===== config.mk =====
export PLATFORM = sky130hd
export DESIGN_NAME = y_signature_misr
export DESIGN_NICKNAME = d
export VERILOG_FILES = /design/src/rtl/y_signature_misr.sv
export SDC_FILE = /design/constraint.sdc
export NUM_CORES = 1
export LEC_CHECK = 0
export CORE_MARGIN = 1.5
export CORE_UTILIZATION = 35
export DETAILED_ROUTE_END_ITERATION = 16
export PLACE_DENSITY = 0.73
export SLEW_MARGIN = 15
export SYNTH_ARGS = -nofsm -noshare
export SYNTH_HDL_FRONTEND = slang
export SYNTH_SLANG_ARGS = --single-unit

===== constraint.sdc =====
create_clock -name clk -period 5.5 [get_ports clk]
set_input_delay 1.1 -clock clk [delete_from_list [all_inputs] [get_ports clk]]
set_output_delay 1.1 -clock clk [all_outputs]
set_load 0.01 [all_outputs]

===== src/rtl/y_signature_misr.sv =====
// y_signature_misr: compacts a wide observed bus into a Galois MISR signature.
// A run absorbs a programmed number of valid samples, then freezes the
// signature and compares it against a live expected value.
module y_signature_misr #(
    parameter int          WIDTH = 242,
    parameter int          SIG_W = 32,
    parameter logic [SIG_W-1:0] POLY  = 32'h04C11DB7,
    parameter logic [SIG_W-1:0] SEED  = 32'h00000000,
    parameter int          CNT_W = 16
) (
    input  logic             clk,
    input  logic             rst,
    input  logic             start,
    input  logic [CNT_W-1:0] num_vectors,
    input  logic [WIDTH-1:0] y,
    input  logic             y_valid,
    input  logic [SIG_W-1:0] exp_sig,
    output logic [SIG_W-1:0] sig,
    output logic [CNT_W-1:0] vec_count,
    output logic             busy,
    output logic             done,
    output logic             pass
);

    // Number of SIG_W-wide chunks after zero-padding the observed bus.
    localparam int NCH  = (WIDTH + SIG_W - 1) / SIG_W;
    localparam int PADW = NCH * SIG_W;

    typedef enum logic [1:0] {
        IDLE = 2'd0,
        RUN  = 2'd1,
        DONE = 2'd2
    } state_t;

    state_t           state_reg, state_next;
    logic [SIG_W-1:0] sig_reg, sig_next;
    logic [CNT_W-1:0] cnt_reg, cnt_next;
    logic [CNT_W-1:0] target_reg, target_next;

    logic [PADW-1:0]  y_pad;
    logic [SIG_W-1:0] fold_chain [0:NCH];
    logic [SIG_W-1:0] fold_val;
    logic [SIG_W-1:0] step_val;
    logic [CNT_W-1:0] cnt_plus;

    // Zero-pad the bus so it divides evenly into signature-wide chunks.
    always_comb begin
        y_pad             = '0;
        y_pad[WIDTH-1:0]  = y;
    end

    // XOR-reduce the chunks: bit k of y lands at fold bit k mod SIG_W.
    assign fold_chain[0] = '0;
    generate
        for (genvar gi = 0; gi < NCH; gi++) begin : g_fold
            assign fold_chain[gi+1] = fold_chain[gi] ^ y_pad[gi*SIG_W +: SIG_W];
        end
    endgenerate
    assign fold_val = fold_chain[NCH];

    // Galois shift: taps are applied when the MSB shifts out.
    assign step_val = {sig_reg[SIG_W-2:0], 1'b0} ^ (sig_reg[SIG_W-1] ? POLY : '0);
    assign cnt_plus = cnt_reg + CNT_W'(1);

    // State and datapath registers with asynchronous reset.
    always_ff @(posedge clk or posedge rst) begin
        if (rst) begin
            state_reg  <= IDLE;
            sig_reg    <= SEED;
            cnt_reg    <= '0;
            target_reg <= '0;
        end else begin
            state_reg  <= state_next;
            sig_reg    <= sig_next;
            cnt_reg    <= cnt_next;
            target_reg <= target_next;
        end
    end

    // Next-state logic: start (re)loads a run, RUN absorbs valid samples.
    always_comb begin
        state_next  = state_reg;
        sig_next    = sig_reg;
        cnt_next    = cnt_reg;
        target_next = target_reg;
        case (state_reg)
            IDLE, DONE: begin
                // start takes priority; a coincident y is not absorbed.
                if (start) begin
                    sig_next    = SEED;
                    cnt_next    = '0;
                    target_next = num_vectors;
                    state_next  = (num_vectors == '0) ? DONE : RUN;
                end
            end
            RUN: begin
                if (y_valid) begin
                    sig_next = step_val ^ fold_val;
                    cnt_next = cnt_plus;
                    if (cnt_plus == target_reg) begin
                        state_next = DONE;
                    end
                end
            end
            default: begin
                state_next = IDLE;
            end
        endcase
    end

    assign sig       = sig_reg;
    assign vec_count = cnt_reg;
    assign busy      = (state_reg == RUN);
    assign done      = (state_reg == DONE);
    // pass follows exp_sig live while the signature is frozen in DONE.
    assign pass      = done && (sig_reg == exp_sig);

endmodule


Yosys cells after proc, flatten, opt, wreduce, memory -nomap -nowiden
Index checks and enable logic that the tools add are counted.
{ "totals": {"ff_bits": 66, "out_inout_bits": 51, "elab_cells": 41} }
{ "classes": {"add_sub_neg": 1, "n_eq_ne": 7, "mux": 12, "n_bitwise": 9, "reduce_logical": 8} }
{ "op_table": {"columns": ["cell", "n"], "rows": [
  ["bitwise XOR 32 bit", 7],
  ["two-way mux 32 bit", 2],
  ["one-hot mux 32 bit (2 select lines)", 1],
  ["== test 32 bit", 1],
  ["two-way mux 16 bit", 2],
  ["one-hot mux 16 bit (2 select lines)", 1],
  ["bitwise XOR 32 x 18 -> 32 bit", 1],
  ["bitwise XOR 32 x 27 -> 32 bit", 1],
  ["two-way mux 27 bit", 1],
  ["adder 16 x 1 -> 16 bit (second input constant)", 1],
  ["== test 16 bit", 1],
  ["zero test 16 bit", 1],
  ["two-way mux 2 bit", 4],
  ["AND reduction 3 bit", 2],
  ["inequality test 2 bit (second input constant)", 2],
  ["one-hot mux 2 bit (2 select lines)", 1],
  ["== test 2 x 1 -> 1 bit (second input constant)", 1],
  ["== test 2 bit (second input constant)", 1],
  ["zero test 2 bit", 1],
  ["inequality test 2 x 1 -> 1 bit (second input constant)", 1],
  ["AND reduction 2 bit", 1],
  ["nonzero test 2 bit", 1],
  ["OR reduction 2 bit", 1],
  ["logical AND 1 bit", 1]
]} }

Depth between registers and ports, before layout
Gate-level depths: netlist of run 1.
{ "logic_depth": {"ltp_word": 10, "mapped_depth": 8, "depth_no_buf": 7} }

Worst setup path before layout of run 1
OpenSTA, ideal clock, no wires.
{ "synth_path": {"kind": "input-to-output", "from": "input exp_sig[1]", "to": "output pass", "arrival_time_ps": 2326, "t_required_ps": 4400, "setup_slack_ps": 2074, "stages": 4, "path_buffers": 0, "cell_sequence": "xor2_1 > a221oi_1 > or4b_2 > nor3_1"} }
{ "synth_between": {"elab_chain_cells": 2} }
{ "synth_lines": {"columns": ["item", "line_no", "text"], "rows": [
  ["start: declaration", "17", "input logic [SIG_W-1:0] exp_sig,"],
  ["== test 32 bit", "116", "assign pass = done && (sig_reg == exp_sig);"],
  ["logical AND 1 bit", "116", null],
  ["end: declaration", "22", "output logic pass"]
]} }
No other way between the ends.

Final worst setup path of run 1
Same ends and word-level chain as after synthesis.

==> key figures, run 1 <==
Run status
  – Status: completed

Yosys
  – Post-synthesis mux area share: 3.06%
  – Post-synth ARST share: 100%
  – Cell area after synthesis: 5880 sq um
  – Area leader, netlist: xnor2_1
  – Post-synthesis compound-gate area fraction: 8.55%
  – Share of the synthesized area in the top cell type: 38.6%
  – Post-Synthesis Cells: 632
  – Synth Flop Type: dfrtp_1
  – Most frequent cell after synthesis: xnor2_1
  – Post-synthesis adder-cell area fraction: 0.213%
  – Synth top area cells: xnor2_1, dfrtp_1, xor2_1, o21ai_0, nand3_1
  – Synthesis-stage register bit count: 66
  – Mapped Nets: 927
  – Register area share after synthesis: 28.1%
  – Count of cell types in the netlist: 47
  – Main combinational cell family by area after synthesis: XOR/XNOR gates
  – Syn avg cell area: 9.30 sq um
  – Most frequent cells after synthesis: xnor2_1, dfrtp_1, o21ai_0
  – Synth warn: 0
  – Post-synthesis simple-gate area fraction: 12.5%
  – Post-synth EDFFs: 0
  – Post-synthesis xor/xnor area fraction: 45.3%

Route
  – Final antenna-violating net count: 0
  – 1st-pass router iterations: 4
  – Vias per cell: 4.80
  – WL/cell: 17.3 microns
  – WL final: 20.6 mm
  – DRC: 0
  – DR vias: 5,726
  – 1st-iter DRT viols: 258

Layout
  – Nets@finish: 1,260
  – Layout Cells excl Fill: 1,192
  – Synth-to-Final Area Change: 68.0%
  – Share of cells above drive strength 1: 4.95%
  – Max FFs per register: 32

Clock network
  – CTS Buf Count: 9
  – Postcts setup bufs: 0
  – Cts repair resizes: 0
  – Clock Path Buffers: 2
  – CTS tree: built
  – Hold_buf cts: 0
  – Clock Sinks: 66
  – Clock latency at the later pin of the worst-skew pair: 0.33 ns
  – Clock slew at reported path FFs: 0.05 ns
  – Clk root buf: clkbuf_16
  – H-tree depth: 3

Floorplan
  – Num ports: 345
  – Initial cell density of the core: 35.6%
  – Full die area: 17,600 sq um
  – Chip height: 133 microns
  – Die X: 133 microns
  – Core area: 16,500 sq um
  – Rows: 47

Critical path
  – Critical path class: primary input to primary output
  – Worst Path Max Fanout: 1
  – Critical path data required time: 4.40 ns
  – CP startpoint kind: primary input
  – Worst EP arrival: 3.54 ns
  – Critical Path Sink Type: primary output
  – R2R depth: 7

STA
  – Worst slew pin tran: 1.08 ns
  – Final worst path period share: 84.3%
  – Worst clock skew: 0.00879 ns
  – Slew Limit Headroom: 27.7%
  – Setup TNS after final layout: 0 ns
  – Fin. Hold Viols: 0
  – Finish-stage setup viols: 0
  – Fin crit period: 4.64 ns
  – RSZ-0062 raised after global routing: no
  – Slew Limit Fails: 0
  – Fmax: 216 MHz

Placement
  – Post-DP HPWL: 17.3 mm
  – Placed cells: 1,174
  – Port bufs: 344
  – Placer Congestion: 0.856

Flow run
  – Maxcap violations: 0

Global routing
  – Initial antenna violation count: 2
  – First-pass GRT wire length: 31.6 mm
  – Total global routing overflow: 0
  – Largest net degree at the start of global routing: 67
  – Vias in the first global route: 5,868
  – Overall Global Routing Usage: 23.5%

Pwr
  – Leakage: 3.52 nW
  – PD cells: 337 nW/um^2
  – Worst VDD drop: 0.000146 V

Hold path
  – Hold depth: 1
  – Min-delay worst type: register to register
-- where the power goes --
| group | switching [mW] | internal (mW) | total, mW |
|---|---|---|---|
| Clock | 0.219 | 0.456 | 0.675 |
| Combinational | 0.709 | 1.03 | 1.74 |
| Sequential | 0.274 | 0.648 | 0.921 |
| Total | 1.20 | 2.13 | 3.33 |
-- metal layers --
layer,part of all wire (%),track usage (%)
met1,40,27.8
met2,52,42.8
met5,0,0
met3,5.1,3.72
met4,2.6,8.79
-- worst paths after layout --
path	start	endpoint	slack, ns
max	exp_sig[1]	pass	0.86
max reg2reg	vec_count[0]	state_reg[0]	2.88
min reg2reg	state_reg[0]	state_reg[1]	0.51
min	state_reg[0]	state_reg[1]	0.51
max in group asynchronous	rst	sig[4]	3.59
min in group asynchronous	rst	sig[20]	1.35
-- cells in the final DEF, fill, tap and decap left out, types with 5 or more instances in the layout --
cell type,instances
a21oi_1,7
clkbuf_16,9
clkdlybuf4s50_1,344
dfrtp_1,66
inv_1,6
mux2_2,16
nand2_1,14
nand3_1,42
nand4_1,8
nor2_1,16
nor3_1,6
nor4_1,11
o21ai_0,54
o31ai_1,7
o41ai_1,5
xnor2_1,259
xor2_1,45
-- layout make-up --
class,instances,area [sq um]
Inverter,7,26.3
Sequential cell,66,1650
Clock buffer,10,239
Multi-Input combinational cell,533,4100
Antenna cell,2,5.00
Timing Repair Buffer,348,3470
Fill cell,1469,6640
Clock inverter,6,114
Tap cell,220,275
-- per-stage QoR --
| step | worst slack [ns] | cell area (sq um) | utilization (%) | hold slack (ns) | power (mW) |
|---|---|---|---|---|---|
| floorplan | 2.07 | 5880 | - | 0.468 | 1.91 |
| global placement | 0.782 | 9520 | 57.6 | 0.494 | 2.66 |
| detailed placement | 0.814 | 9520 | 57.6 | 0.504 | 2.68 |
| CTS | 0.799 | 9880 | 59.8 | 0.512 | 3.38 |
| global route | 0.719 | 9880 | 59.8 | 0.524 | 3.56 |
| finish | 0.862 | 9880 | 59.8 | 0.513 | 3.33 |
-- critical path, stage by stage --
cell and delay (ns):
clkdlybuf4s50_1 0.41, xor2_1 0.20, a221oi_1 0.22, or4b_2 0.68, nor3_1 0.33, clkdlybuf4s50_1 0.60
-- kinds of logic (layout without fill, tap and decap cells) --
group,Yosys count,count (layout)
fa+ha+maj,1,1
buf+inv,33,371
xor+xnor,304,304
mux,16,16
simple gates,126,126
compound gates,86,86
flops,66,66
other cells,0,2
No activity file was read; power rests on OpenSTA's default activity.
==> run 2: changes to the inputs <==
--- a/config.mk
+++ b/config.mk
@@ -8,7 +8,7 @@
 export CORE_MARGIN = 1.5
 export CORE_UTILIZATION = 35
 export DETAILED_ROUTE_END_ITERATION = 16
-export PLACE_DENSITY = 0.73
+export PLACE_DENSITY = 0.76
 export SLEW_MARGIN = 15
 export SYNTH_ARGS = -nofsm -noshare
 export SYNTH_HDL_FRONTEND = slang
==> constraint.sdc (replaced) <==
create_clock -name clk -period 3.9 [get_ports clk]
set_input_delay 0.78 -clock clk [delete_from_list [all_inputs] [get_ports clk]]
set_output_delay 0.78 -clock clk [all_outputs]
set_load 0.01 [all_outputs]
==> run 2 against run 1 <==
Compared with the run above:
- die area stayed put
- clock skew is 0.0029 ns lower
- non-clock buffer count is 2 higher
- clock power is 17% higher
- cell area is 0.47% lower
- total power is 36% higher
- worst setup slack worse by 0.63 ns
- sequential share of layout area is 0.079 points higher
- utilization is 0.28 points lower
- routed wire length is 1.7% lower
- critical path depth stayed put
==> key figures, run 2 (synthesis gave the netlist of run 1 again) <==
Run status
  – Status: completed (unchanged)

Floorplan
  – Die X: 133 microns (unchanged)
  – Num ports: 345 (unchanged)
  – Initial cell density of the core: 35.6% (unchanged)
  – Rows: 47 (unchanged)
  – Chip height: 133 microns (unchanged)
  – Core area: 16,500 sq um (unchanged)
  – Full die area: 17,600 sq um (unchanged)

STA
  – Slew Limit Headroom: 29.7% (was 27.7%)
  – Finish-stage setup viols: 0 (unchanged)
  – Worst slew pin tran: 1.05 ns (was 1.08 ns)
  – Fin crit period: 3.67 ns
  – Final worst path period share: 94.0%
  – Fmax: 273 MHz
  – RSZ-0062 raised after global routing: no (unchanged)
  – Setup TNS after final layout: 0 ns (unchanged)
  – Worst clock skew: 0.00586 ns (was 0.00879 ns)
  – Slew Limit Fails: 0 (unchanged)
  – Fin. Hold Viols: 0 (unchanged)

Layout
  – Most common cell after layout, fill and taps aside: clkdlybuf4s50_1 (unchanged)
  – Most frequent cells in the layout: clkdlybuf4s50_1, xnor2_1, dfrtp_1 (unchanged)
  – Nets@finish: 1,262 (was 1,260)
  – Max FFs per register: 32 (unchanged)
  – Synth-to-Final Area Change: 67.3% (was 68.0%)
  – Number of inserted diodes: 0 (was 2)
  – Share of cells above drive strength 1: 5.25% (was 4.95%)
  – Final Util: 59.5% (was 59.8%)

Hold path
  – Worst hold path startpoint: state_reg[0] (unchanged)
  – Min-delay worst type: register to register (unchanged)

Critical path
  – Reg-to-reg startpoint: vec_count[0] (unchanged)
  – Critical Path Sink Type: primary output (unchanged)
  – CP startpoint kind: primary input (unchanged)
  – Worst EP arrival: 2.89 ns (was 3.54 ns)
  – Critical path class: primary input to primary output (unchanged)
  – Worst Path Max Fanout: 1 (unchanged)
  – Beginning of the critical path: exp_sig[1] (unchanged)
  – Critical path data required time: 3.12 ns (was 4.40 ns)

Pwr
  – Worst VDD drop: 0.000223 V (was 0.000146 V)
  – Switch share: 37.4% (was 36.1%)
  – PD cells: 462 nW/um^2 (was 337 nW/um^2)
  – Net load switching power: 1.70 mW (was 1.20 mW)
  – Int Pwr: 2.85 mW (was 2.13 mW)
  – Leakage: 3.51 nW (was 3.52 nW)
  – Sequential Power Share: 28.2% (was 27.7%)
  – Clock power frac: 17.3% (was 20.3%)
  – Combinational power share: 54.5% (was 52.1%)

Route
  – 1st-iter DRT viols: 208 (was 258)
  – DRC: 0 (unchanged)
  – Vias per cell: 4.76 (was 4.80)
  – 1st-pass router iterations: 4 (unchanged)
  – Final antenna-violating net count: 0 (unchanged)
  – WL final: 20.3 mm (was 20.6 mm)
  – DR vias: 5,678 (was 5,726)
  – WL/cell: 17.0 microns (was 17.3 microns)

Placement
  – Placer Congestion: 0.846 (was 0.856)
  – Port bufs: 344 (unchanged)
  – Post-DP HPWL: 17.0 mm (was 17.3 mm)

Clock network
  – H-tree depth: 3 (unchanged)
  – Clk root buf: clkbuf_16 (unchanged)
  – CTS Buf Count: 9 (unchanged)
  – Clock Sinks: 66 (unchanged)
  – CTS tree: built (unchanged)
  – Clock Path Buffers: 2 (unchanged)
  – Clock slew at reported path FFs: 0.05 ns (about the same)
  – Clock latency at the later pin of the worst-skew pair: 0.34 ns (was 0.33 ns)

Global routing
  – Initial antenna violation count: 0 (was 2)
  – Overall Global Routing Usage: 23.5% (about the same)
  – Largest net degree at the start of global routing: 67 (unchanged)
  – First-pass GRT wire length: 31.8 mm (was 31.6 mm)
  – Total global routing overflow: 0 (unchanged)
  – Vias in the first global route: 5,829 (was 5,868)

Flow run
  – Maxcap violations: 0 (unchanged)
[run 2: cell count changes in the layout (fill, tap and decap cells not counted), sizes merged]
cell and change:
buf +2, bufinv -3, clkbuf +2, clkdlybuf4s50 -1, clkinv +1, diode -2, dlygate4sd2 +1
[run 2: timing repair]
action,CTS,global route
setup endpoints to repair,1,0
setup buffers,0,0
gates resized for setup,2,0
hold buffers,0,0
[run 2: final timing paths]
path	endpoint	slack (ns)	depth (start not counted)
worst max-delay path	pass	0.23	6
worst min-delay path	state_reg[1]	0.50	1
worst max register to register	state_reg[0]	1.28	7
worst min register to register	state_reg[1]	0.50	1
max in group asynchronous	vec_count[9]	2.29	3
min in group asynchronous	sig[28]	1.04	3
[run 2: cell type report]
type,instances,area [sq um]
inverter,7,26.3
clock inverter,4,25.0
tap,220,275
clock buffer,12,267
timing repair buffer,350,3490
fill,1488,6690
multi-input combinational,533,4100
sequential,66,1650
[run 2: through the flow]
stage               hold WS, ns  instances  area, sq um  setup slack, ns  power, mW
floorplan                 0.468        632         5880             1.11       2.70
global placement          0.490       1176         9540           -0.198       3.74
detailed placement        0.503       1176         9540           -0.172       3.79
CTS                       0.510       1192         9840            0.187       4.61
global route              0.516       1192         9840            0.182       4.88
finish                    0.503       1192         9840            0.235       4.55
[run 2: critical path, stage by stage]
cell	delay, ns
clkdlybuf4s50_1	0.41
xor2_1	0.20
a221oi_2	0.24
or4b_2	0.68
nor3_1	0.26
dlygate4sd2_1	0.32
[run 2: power by group through the flow]
| stage | Sequential, mW | Clock, mW | Combinational [mW] |
|---|---|---|---|
| finish | 1.28 | 0.787 | 2.48 |
| detailed placement | 1.29 | 0 | 2.50 |
| global placement | 1.28 | 0 | 2.46 |
| global route | 1.32 | 0.842 | 2.72 |
| floorplan | 1.24 | 0 | 1.46 |
| CTS | 1.28 | 0.806 | 2.52 |
[run 2: layer usage]
layer  vias to the layer above  GRT usage [%]  routed length (microns)
li1                       2804              -                        -
met5                         -              0                        0
met2                       211           44.1                    10800
met3                        12           5.71                     1220
met4                         0           4.88                      238
met1                      2651           27.1                     7970
